## src/rtl/text_console.sv

```systemverilog
// text_console
//   Character-stream front end for the text display. Bytes arrive over a
//   valid/ready handshake and are turned into writes to the 40x30 character
//   RAM that the glyph renderer reads back. Handles LF, CR, BS, FF, line wrap
//   and hardware scroll. redraw pulses after every completed edit.
//
// Ports
//   pclk         in   pixel clock, the only clock
//   reset_n      in   asynchronous reset, active low
//   in_valid     in   in_data holds a byte
//   in_data      in   ASCII byte
//   in_ready     out  byte is taken on cycles with in_valid & in_ready
//   chr_wr       out  character RAM write strobe
//   chr_addr     out  character RAM write address
//   chr_data     out  character RAM write data
//   chr_rd_addr  out  character RAM read address (data returns next cycle)
//   chr_rd_data  in   read data for the previous cycle's chr_rd_addr
//   cur_col      out  cursor column
//   cur_row      out  cursor row
//   busy         out  clearing or scrolling
//   redraw       out  one-cycle pulse when an edit completes
//
// state       | meaning
// ------------+-----------------------------------------------------------
// CLEAR       | write BLANK to every cell, ascending, one per cycle
// IDLE        | accept and decode bytes from the stream
// SCROLL_COPY | move rows 1..ROWS-1 up one row through the RAM read port
// SCROLL_FILL | blank the last row

module text_console #(
    parameter int         COLS  = 40,
    parameter int         ROWS  = 30,
    parameter int         TOTAL = COLS * ROWS,
    parameter logic [7:0] BLANK = 8'h20
) (
    input  logic        pclk,
    input  logic        reset_n,
    input  logic        in_valid,
    input  logic [7:0]  in_data,
    output logic        in_ready,
    output logic        chr_wr,
    output logic [10:0] chr_addr,
    output logic [7:0]  chr_data,
    output logic [10:0] chr_rd_addr,
    input  logic [7:0]  chr_rd_data,
    output logic [5:0]  cur_col,
    output logic [4:0]  cur_row,
    output logic        busy,
    output logic        redraw
);

    localparam logic [10:0] LAST_ADDR = 11'(TOTAL - 1);
    localparam logic [10:0] COPY_LEN  = 11'(TOTAL - COLS);
    localparam logic [10:0] COLS_A    = 11'(COLS);
    localparam logic [10:0] FILL_LAST = 11'(COLS - 1);
    localparam logic [5:0]  LAST_COL  = 6'(COLS - 1);
    localparam logic [4:0]  LAST_ROW  = 5'(ROWS - 1);

    typedef enum logic [1:0] {
        CLEAR,
        IDLE,
        SCROLL_COPY,
        SCROLL_FILL
    } state_t;

    state_t      state;
    logic [10:0] cnt;
    logic        edit_pend;
    logic [10:0] cur_addr;
    logic        printable;

    assign cur_addr  = 11'(cur_row) * COLS_A + 11'(cur_col);
    assign printable = (in_data >= 8'h20) && (in_data <= 8'h7E);

    always_ff @(posedge pclk or negedge reset_n) begin
        if (!reset_n) begin
            state       <= CLEAR;
            cnt         <= '0;
            edit_pend   <= 1'b0;
            in_ready    <= 1'b0;
            chr_wr      <= 1'b0;
            chr_addr    <= '0;
            chr_data    <= '0;
            chr_rd_addr <= '0;
            cur_col     <= '0;
            cur_row     <= '0;
            busy        <= 1'b0;
            redraw      <= 1'b0;
        end else begin
            chr_wr    <= 1'b0;
            edit_pend <= 1'b0;
            // edits redraw one cycle after their RAM write
            redraw    <= edit_pend;

            case (state)
                CLEAR: begin
                    busy     <= 1'b1;
                    chr_wr   <= 1'b1;
                    chr_addr <= cnt;
                    chr_data <= BLANK;
                    if (cnt == LAST_ADDR) begin
                        cnt   <= '0;
                        state <= IDLE;
                    end else begin
                        cnt <= cnt + 11'd1;
                    end
                end

                IDLE: begin
                    if (!in_ready) begin
                        // first cycle back from CLEAR or a scroll
                        in_ready <= 1'b1;
                        busy     <= 1'b0;
                        redraw   <= 1'b1;
                    end else if (in_valid) begin
                        if (printable) begin
                            chr_wr    <= 1'b1;
                            chr_addr  <= cur_addr;
                            chr_data  <= in_data;
                            edit_pend <= 1'b1;
                            if (cur_col != LAST_COL) begin
                                cur_col <= cur_col + 6'd1;
                            end else begin
                                cur_col <= '0;
                                if (cur_row != LAST_ROW) begin
                                    cur_row <= cur_row + 5'd1;
                                end else begin
                                    state    <= SCROLL_COPY;
                                    in_ready <= 1'b0;
                                    busy     <= 1'b1;
                                end
                            end
                        end else begin
                            case (in_data)
                                8'h0A: begin
                                    cur_col <= '0;
                                    if (cur_row != LAST_ROW) begin
                                        cur_row <= cur_row + 5'd1;
                                    end else begin
                                        state    <= SCROLL_COPY;
                                        in_ready <= 1'b0;
                                        busy     <= 1'b1;
                                    end
                                end
                                8'h0D: cur_col <= '0;
                                8'h08: begin
                                    if (cur_col != 6'd0) begin
                                        cur_col   <= cur_col - 6'd1;
                                        chr_wr    <= 1'b1;
                                        chr_addr  <= cur_addr - 11'd1;
                                        chr_data  <= BLANK;
                                        edit_pend <= 1'b1;
                                    end
                                end
                                8'h0C: begin
                                    state    <= CLEAR;
                                    cur_col  <= '0;
                                    cur_row  <= '0;
                                    in_ready <= 1'b0;
                                    busy     <= 1'b1;
                                end
                                default: ;
                            endcase
                        end
                    end
                end

                SCROLL_COPY: begin
                    // cnt counts cycles in this state; reads run two cycles
                    // ahead of the writes they feed (address out, data back)
                    if (cnt < COPY_LEN) begin
                        chr_rd_addr <= cnt + COLS_A;
                    end
                    if (cnt >= 11'd2) begin
                        chr_wr   <= 1'b1;
                        chr_addr <= cnt - 11'd2;
                        chr_data <= chr_rd_data;
                    end
                    if (cnt == COPY_LEN + 11'd1) begin
                        cnt   <= '0;
                        state <= SCROLL_FILL;
                    end else begin
                        cnt <= cnt + 11'd1;
                    end
                end

                SCROLL_FILL: begin
                    chr_wr   <= 1'b1;
                    chr_addr <= COPY_LEN + cnt;
                    chr_data <= BLANK;
                    if (cnt == FILL_LAST) begin
                        cnt   <= '0;
                        state <= IDLE;
                    end else begin
                        cnt <= cnt + 11'd1;
                    end
                end

                default: state <= CLEAR;
            endcase
        end
    end

endmodule

```

## config.mk

```make
export PLATFORM = sky130hd
export DESIGN_NAME = text_console
export DESIGN_NICKNAME = d
export VERILOG_FILES = /design/src/rtl/text_console.sv
export SDC_FILE = /design/constraint.sdc
export NUM_CORES = 1
export LEC_CHECK = 0
export ABC_AREA = 1
export CORE_AREA = 2 2 87 122
export DETAILED_ROUTE_END_ITERATION = 8
export DIE_AREA = 0 0 89 124
export PLACE_DENSITY = 0.69
export SLEW_MARGIN = 20
export SYNTH_ARGS = -nofsm -noshare
export SYNTH_HDL_FRONTEND = slang
export SYNTH_SLANG_ARGS = --single-unit
export TNS_END_PERCENT = 100
```

## constraint.sdc

```tcl
create_clock -name pclk -period 3.9 [get_ports pclk]
set_clock_uncertainty 0.2 [all_clocks]
set_input_delay 0.78 -clock pclk [delete_from_list [all_inputs] [get_ports pclk]]
set_output_delay 0.78 -clock pclk [all_outputs]
set_load 0.01 [all_outputs]
```

==> flow_summary.ini, run 1 <==
[cts]
cts.clk_slew.worst_paths_ps = 60
htreeDepth = 3
postCtsSetupBuffers = 0
cts_tree = built
cts_buffers = 9
cts_resized = 0
holdBufCountCts = 0
root_buffer = clkbuf_16
clock-sinks = 59
clock_latency_ps = 340
clockBufferDepth = 2

[finish]
seqCellArea_um2 = 1480
multi_input_area_um2 = 2650
drive_gt1_share_pct = 7.16
utilization_pct = 56.4
final_cells = 847
synthToLayoutAreaGrowth_pct = 21.7
antennaDiodeCount = 0
fillers = 990
final_nets = 755

[route]
via_per_inst = 5.32
drc = 0
dr.pass1.iters = 5
drtIter0Drc = 241
ant_nets = 0
routedWlPerCell_um = 16.6
vias = 4506
wl_um = 14000

[power]
leakagePower_nw = 2.68
ir_drop_mv = 0.234
p_per_area_nw_per_um2 = 280
power_mw = 1.56

[placement]
hpwl_um = 10900
dpl.cell_count = 831
place.port_buffers = 63
gp_congestion = 0.917

[global_route]
grt_first_pass_wirelength_um = 22300
grt_max_degree = 32
grt_usage_pct = 26.7
grt_pass1_vias = 4481
antenna_found_initial = 0
grt_overflow = 0

[run]
drv_cap = 0

[yosys]
ys_ff_latch = 59
synth_area_per_cell_um2 = 7.04
synth.distinct_cells = 48
yosysWarningCount = 0
synth_seq_area_share_pct = 32.2
synth_edf_count = 0
syn_nets = 699
synth-async-reset-ratio_pct = 100
yosysTopAreaCellShare_pct = 32.2
synth_ff_type = dfrtp_1
syn-cell-area_um2 = 4580
synth_top_area_cell = dfrtp_1
synth_area_leaders = dfrtp_1 32%, nand2_1 14%, ha_1 7.4%, inv_1 5.9%, nand3_1 5.8%
syn_inst = 651

[timing]
relSlewSlack_pct = 47.8
finalSetupTns_ps = 0
whs_ps = 272
setup_violations = 0
rsz0062_at_grt = false
slew_viol_final = 0
hold_violations = 0
fmax_mhz = 339
worst_pin_slew_ps = 782
fin_crit_ps = 2950
min_period_over_period_pct = 75.6

[critical_path]
crit_type = reg2reg
cp.required_ps = 3930
critPathCaptureType = flip-flop
start_kind = flip-flop
cp_max_fo = 7
cp.arrival_ps = 2980

[floorplan]
die_h_um = 124
start_util_pct = 46.3
dieArea_um2 = 11000
io_pins = 64
die-width_um = 89
rows = 43
coreArea_um2 = 9900

[status]
outcome = finished clean

[worst_hold_path]
min_path_type = reg2reg
layout make-up:
class,instances,share of cell area [%]
inverters,84,5.72
clock inverters,7,1.77
well taps,135,3.03
clock buffers,9,4.04
multi-input cells,488,47.5
repair buffers,65,11.5
flip-flops and latches,59,26.5
layer usage:
layer / GRT usage, % / wire, um / share of wire, %
met3: 3.91 / 505 / 3.6
met4: 12.3 / 508 / 3.6
met1: 30.2 / 5470 / 39
met5: 0 / 0 / 0
met2: 48.6 / 7560 / 54
worst max-delay path, stage by stage, from the launching register on:
cell and delay [ps]:
dfrtp_1 460, ha_1 360, ha_1 220, fa_1 420, nand2_1 110, inv_1 40
nor2_1 120, nand3_1 110, nand2_1 160, nand2_1 100, nor2_1 100, nand2_1 60
nand3_1 120, nand2_1 120, nand2_1 80, nand2_1 50
stage by stage:
stage	setup WS, ps	instance area, um^2
final	950	5580
after global routing	719	5580
after CTS	979	5580
after detailed placement	687	5260
after global placement	763	5260
after floorplan	1310	4580
cells in the mapped netlist, types with 10 or more instances:
library cell,n
a21oi_1,30
buf_2,10
dfrtp_1,59
ha_1,27
inv_1,72
nand2_1,174
nand3_1,53
nand4_1,13
nor2_1,54
o21ai_0,51
o21ai_1,13
xor2_1,18
sequential cells by signal, indices dropped and copies added (netlist names):
signal / cells
edit_pend: 1
redraw: 1
chr_rd_addr: 11
cur_row: 5
state: 2
chr_wr: 1
chr_data: 8
chr_addr: 11
busy: 1
in_ready: 1
cur_col: 6
cnt: 11
cells in the final DEF (no fill, tap or decap), types with 2 or more instances in the layout:
| cell type | instances |
|---|---|
| nand2_1 | 174 |
| inv_1 | 72 |
| clkdlybuf4s50_1 | 62 |
| dfrtp_1 | 59 |
| nor2_1 | 54 |
| nand3_1 | 53 |
| o21ai_0 | 51 |
| a21oi_1 | 30 |
| ha_1 | 27 |
| xor2_1 | 18 |
| nand4_1 | 13 |
| o21ai_1 | 13 |
| clkbuf_16 | 9 |
| inv_2 | 8 |
| nor2_2 | 5 |
| o211ai_1 | 5 |
| nor3_1 | 5 |
| nand2_2 | 4 |
| nand3_2 | 4 |
| a31oi_1 | 3 |
| o21bai_1 | 3 |
| nand3_4 | 2 |
| clkinv_2 | 2 |
| clkinv_1 | 2 |
| nand3b_1 | 2 |
| xnor2_1 | 2 |
| o31ai_1 | 2 |
| fa_1 | 2 |
| inv_6 | 2 |
| bufinv_16 | 2 |
| buf_4 | 2 |
final timing paths:
| kind | from | end | slack [ps] | cells after the start |
|---|---|---|---|---|
| min in group asynchronous | reset_n | cnt[8] | 320 | 1 |
| max in group asynchronous | reset_n | chr_wr | 2280 | 2 |
| hold reg to reg | edit_pend | redraw | 270 | 1 |
| hold / removal | edit_pend | redraw | 270 | 1 |
| setup reg to reg | cur_row[1] | chr_addr[9] | 950 | 15 |
| setup / recovery | cur_row[1] | chr_addr[9] | 950 | 15 |
cell families (layout without fill, tap and decap cells):
family,after synthesis,count (layout),synth area share [%]
AOI/OAI and AO/OA,118,118,14.6
xor gates and xnor gates,20,20,3.82
adders and majority gates,29,29,8.24
buffers and inverters,104,165,9.96
DFF,59,59,32.2
and+or+nand+nor,321,321,31.2
power by group:
group	internal, mW	switching [mW]
Combinational	0.0234	0.0391
Sequential	0.612	0
Clock	0.564	0.323
Total	1.20	0.362
No activity file was read; power rests on OpenSTA's default activity.
==> run 2: changes to the inputs <==
PLACE_DENSITY = 0.72   (was 0.69)
clock period = 2.5 ns   (was 3.9 ns; I/O delays follow)
==> flow_summary.ini, run 2 (same netlist as run 1, synthesis figures left out) <==
[timing]
fin_crit_ps = 2520
fmax_mhz = 396
hold_violations = 0
rsz0062_at_grt = true
relSlewSlack_pct = 66.6
slew_viol_final = 0
min_period_over_period_pct = 101
worst_pin_slew_ps = 496
setup_violations = 1
setup_slack_ps = -23.6
finalSetupTns_ps = -23.6

[critical_path]
critPathCaptureType = flip-flop
cp.required_ps = 2580
cp_max_fo = 4
cp.arrival_ps = 2600
crit_type = reg2reg
start_kind = flip-flop

[floorplan]
coreArea_um2 = 9900
die_h_um = 124
die-width_um = 89
rows = 43
io_pins = 64
dieArea_um2 = 11000
start_util_pct = 46.3

[global_route]
grt_pass1_vias = 4631
antenna_found_initial = 0
grt_usage_pct = 26.7
grt_max_degree = 60
grt_first_pass_wirelength_um = 22700
grt_overflow = 0

[finish]
final_common_cell = nand2_1
final_cells = 905
drive_gt1_share_pct = 19.6
utilization_pct = 63.1
final_cell_mix = 161 x nand2_1, 69 x inv_1, 62 x clkdlybuf4s50_1, 58 x buf_4, 56 x dfrtp_1
top_regs = chr_addr: 11 flops, chr_rd_addr: 11 flops, cnt: 11 flops
synthToLayoutAreaGrowth_pct = 36.4
antennaDiodeCount = 0
fillers = 938
final_nets = 813

[route]
routedWlPerCell_um = 15.6
drc = 0
vias = 4788
wl_um = 14100
ant_nets = 0
drtIter0Drc = 289
via_per_inst = 5.29
dr.pass1.iters = 6

[cts]
htreeDepth = 3
clockBufferDepth = 2
cts_tree = built
cts.clk_slew.worst_paths_ps = 50
clock-sinks = 59
clock_latency_ps = 340
cts_buffers = 9
root_buffer = clkbuf_16

[power]
ir_drop_mv = 0.312
leakagePower_nw = 2.97
p_per_area_nw_per_um2 = 390
power_mw = 2.44

[placement]
place.port_buffers = 63
hpwl_um = 10700
gp_congestion = 0.925
dpl.cell_count = 885

[worst_hold_path]
min_path_type = reg2reg

[status]
outcome = finished, violations left
failed_checks = setup timing

[run]
drv_cap = 0
run 2: changes by cell type in the layout (fill, tap and decap cells not counted), moves of 3 or more:
cell,previous run,this run
nor2_2,5,10
dfrtp_2,0,3
nand2_1,174,161
inv_1,72,69
ha_4,0,4
nand3_2,4,9
dfrtp_1,59,56
nand2_4,0,4
nor2_1,54,47
ha_1,27,22
buf_4,2,58
nand3_1,53,46
nand2_2,4,13
run 2: through the flow:
stage / worst slack, ps / hold slack, ps / instance area [um^2]
6_report: -23.6 / 273 / 6250
5_1_grt: -131 / 298 / 6250
3_3_place_gp: -49.1 / 260 / 5690
2_1_floorplan: 24.4 / 4.41 / 4600
3_5_place_dp: -93.0 / 259 / 5690
4_1_cts: 0.0611 / 273 / 6110
run 2: per-layer routing:
layer  vias to the layer above  part of all wire, %  GRT usage, %
met5                         -                    0             0
met4                         0                  4.1          13.0
met3                        42                  4.0          3.98
met2                       131                   52          47.1
met1                      2250                   40          31.1
li1                       2365                    -             -
run 2: where the power goes:
group	total [mW]	switching, mW	internal [mW]	leakage [nW]
Sequential	0.955	0	0.955	0.739
Clock	1.37	0.488	0.879	0.160
Combinational	0.118	0.0634	0.0548	2.07
Total	2.44	0.551	1.89	2.97
run 2: area by class of cell:
cell class,count,area [um^2],area share (%)
flip-flops and latches,59,1480,23.7
well taps,135,169,2.70
clock inverters,7,100,1.60
multi-input cells,488,2860,45.7
repair buffers,123,1090,17.5
clock buffers,9,225,3.60
inverters,84,327,5.22
run 2: timing repair:
item / CTS / global route
gates cloned: 0 / 0
hold endpoints to repair: 59 / 0
setup buffers: 3 / 0
resized for setup: 17 / 36
hold buffers: 1 / 0
pin swaps: 11 / 24
setup endpoints to repair: 5 / 6
run 2: final timing paths:
path	slack, ps	cells after the start	to	from
max	-20	13	chr_addr[8]	cur_row[1]
min	270	2	chr_rd_addr[4]	chr_rd_addr[4]
max reg2reg	-20	13	chr_addr[8]	cur_row[1]
min reg2reg	270	2	chr_rd_addr[4]	chr_rd_addr[4]
max in group asynchronous	1320	3	cur_row[1]	reset_n
min in group asynchronous	500	3	cnt[7]	reset_n
run 2: critical path: stages, from the launching register on:
cell and delay [ps]:
dfrtp_2 420, ha_4 250, ha_4 160, fa_2 560, nand2_4 90, inv_8 90
nand2_4 50, nand2_4 100, nand4_4 120, a21oi_2 160, o21ai_2 70, nand2_1 80
nand2_2 60, nand2_1 60
==> run 3: changes to the inputs <==
CORE_AREA = 2 2 112 157   (was 2 2 87 122)
DIE_AREA = 0 0 114 159   (was 0 0 89 124)
PLACE_DENSITY = not set   (was 0.72)
==> flow_summary.ini, run 3 (same netlist as run 1, synthesis figures left out) <==
[critical_path]
cp.required_ps = 2580
max_stage_delay_ps = 550
start_kind = flip-flop
critPathTopFamily = adder cells
worstPathCellList = ha_4 -> ha_4 -> fa_2 -> nand2_4 -> inv_6 -> nand2_1 -> nand3_2 -> nand2_4 -> buf_6 -> a21oi_4 -> o21ai_2 -> nand2_1 -> nand2_1 -> nand2_1
cp.arrival_ps = 2630
crit_top_cell = nand2_1
cp_max_fo = 4
critPathSlowestCell = fa_2
critPathCaptureType = flip-flop
cp_num_buf_inv = 2
crit_type = reg2reg

[timing]
worst_pin_slew_ps = 561
slew_viol_final = 0
setup_violations = 3
finalSetupTns_ps = -90.3
rsz0062_at_grt = true
setup_slack_ps = -46.3
hold_violations = 0
fmax_mhz = 393
fin_crit_ps = 2550
relSlewSlack_pct = 62.6
min_period_over_period_pct = 102

[global_route]
grt_pass1_vias = 4548
antenna_found_initial = 0
grt_usage_pct = 16.1
grt_first_pass_wirelength_um = 23200
grt_overflow = 0
grt_max_degree = 60

[power]
ir_drop_mv = 0.309
leakagePower_nw = 2.91
p_per_area_nw_per_um2 = 352

[route]
ant_nets = 0
drt-met1-wl_um = 6170
via_per_inst = 4.84
dr_wl_met3_um = 423
drtIter0Drc = 305
vias = 4686
topRoutingLayerUsed = met4
dr.pass1.iters = 5
wl_um = 14300
routedWlPerCell_um = 14.8
wl_met2_um = 7160
drc = 0

[floorplan]
die_h_um = 159
die-width_um = 114
rows = 56
dieArea_um2 = 18100
coreArea_um2 = 16700
io_pins = 64
start_util_pct = 27.5

[cts]
htreeDepth = 3
clock-sinks = 59
clockBufferDepth = 2
cts_buffers = 9
root_buffer = clkbuf_16
clock_latency_ps = 340
cts_tree = built
cts.clk_slew.worst_paths_ps = 60

[finish]
seqCellArea_um2 = 1480
fillers = 1773
synthToLayoutAreaGrowth_pct = 37.4
final_cell_mix = 164 x nand2_1, 70 x inv_1, 62 x clkdlybuf4s50_1, 56 x dfrtp_1, 52 x buf_4
drive_gt1_share_pct = 18.7
final_area_um2 = 6300
top_regs = chr_addr: 11 flops, chr_rd_addr: 11 flops, cnt: 11 flops
multi_input_area_um2 = 2910
antennaDiodeCount = 0
utilization_pct = 37.8
final_common_cell = nand2_1
final_nets = 808
final_cells = 968

[placement]
gp_congestion = 0.968
pre_cts_slack_ps = -64.7
dpl_cell_area_um2 = 5750
place.port_buffers = 63
dpl.cell_count = 949
hpwl_um = 11100

[status]
failed_checks = setup timing
outcome = finished, violations left

[worst_hold_path]
min_path_type = reg2reg

[run]
drv_cap = 0
[run 3: cell type report]
class	instances	area share, %
Clock buffer	10	3.64
Clock inverter	6	0.676
Inverter	84	5.15
Multi-Input combinational cell	488	46.2
Sequential cell	59	23.5
Tap cell	203	4.03
Timing Repair Buffer	118	16.8
[run 3: report_power, final]
part           total [mW]  leakage, nW  switching (mW)  internal, mW
clock network        1.15        0.117           0.480         0.668
logic               0.113         2.06          0.0629        0.0499
registers           0.955        0.739               0         0.955
[run 3: path summary, 6_finish.rpt]
path,startpoint,end,slack (ps),cells past startpoint
hold / removal,chr_addr[6],chr_addr[6],270,2
setup / recovery,cur_row[1],chr_addr[8],-50,14
hold reg to reg,chr_addr[6],chr_addr[6],270,2
setup reg to reg,cur_row[1],chr_addr[8],-50,14
max in group asynchronous,reset_n,chr_rd_addr[7],1310,3
min in group asynchronous,reset_n,chr_data[7],510,3
[run 3: worst reg2reg max path: cells and delay by family (launching register included)]
| kind | cells | cell delay, ps |
|---|---|---|
| buffers and inverters | 2 | 220 |
| adders and majority gates | 3 | 950 |
| and+or+nand+nor | 7 | 500 |
| DFF | 1 | 420 |
| AOI/OAI and AO/OA | 2 | 180 |
[run 3: repair_timing]
action	4_1_cts	5_1_grt
gates cloned	0	0
resized for setup	15	43
endpoints found under the setup margin	3	5
hold buffers	1	0
buffers inserted	0	2
hold endpoints to repair	58	0
pin swaps	7	31
[run 3: metal layers]
layer,track usage (%),vias to the layer above
met4,7.82,0
met3,2.36,30
li1,-,2352
met2,27.4,111
met5,0,-
met1,19.8,2193
[run 3: through the flow]
stage	hold slack, ps	total power [mW]
after floorplan	4.41	1.01
after global placement	258	1.09
after detailed placement	265	1.09
after CTS	280	2.24
after global routing	291	2.30
final	273	2.22
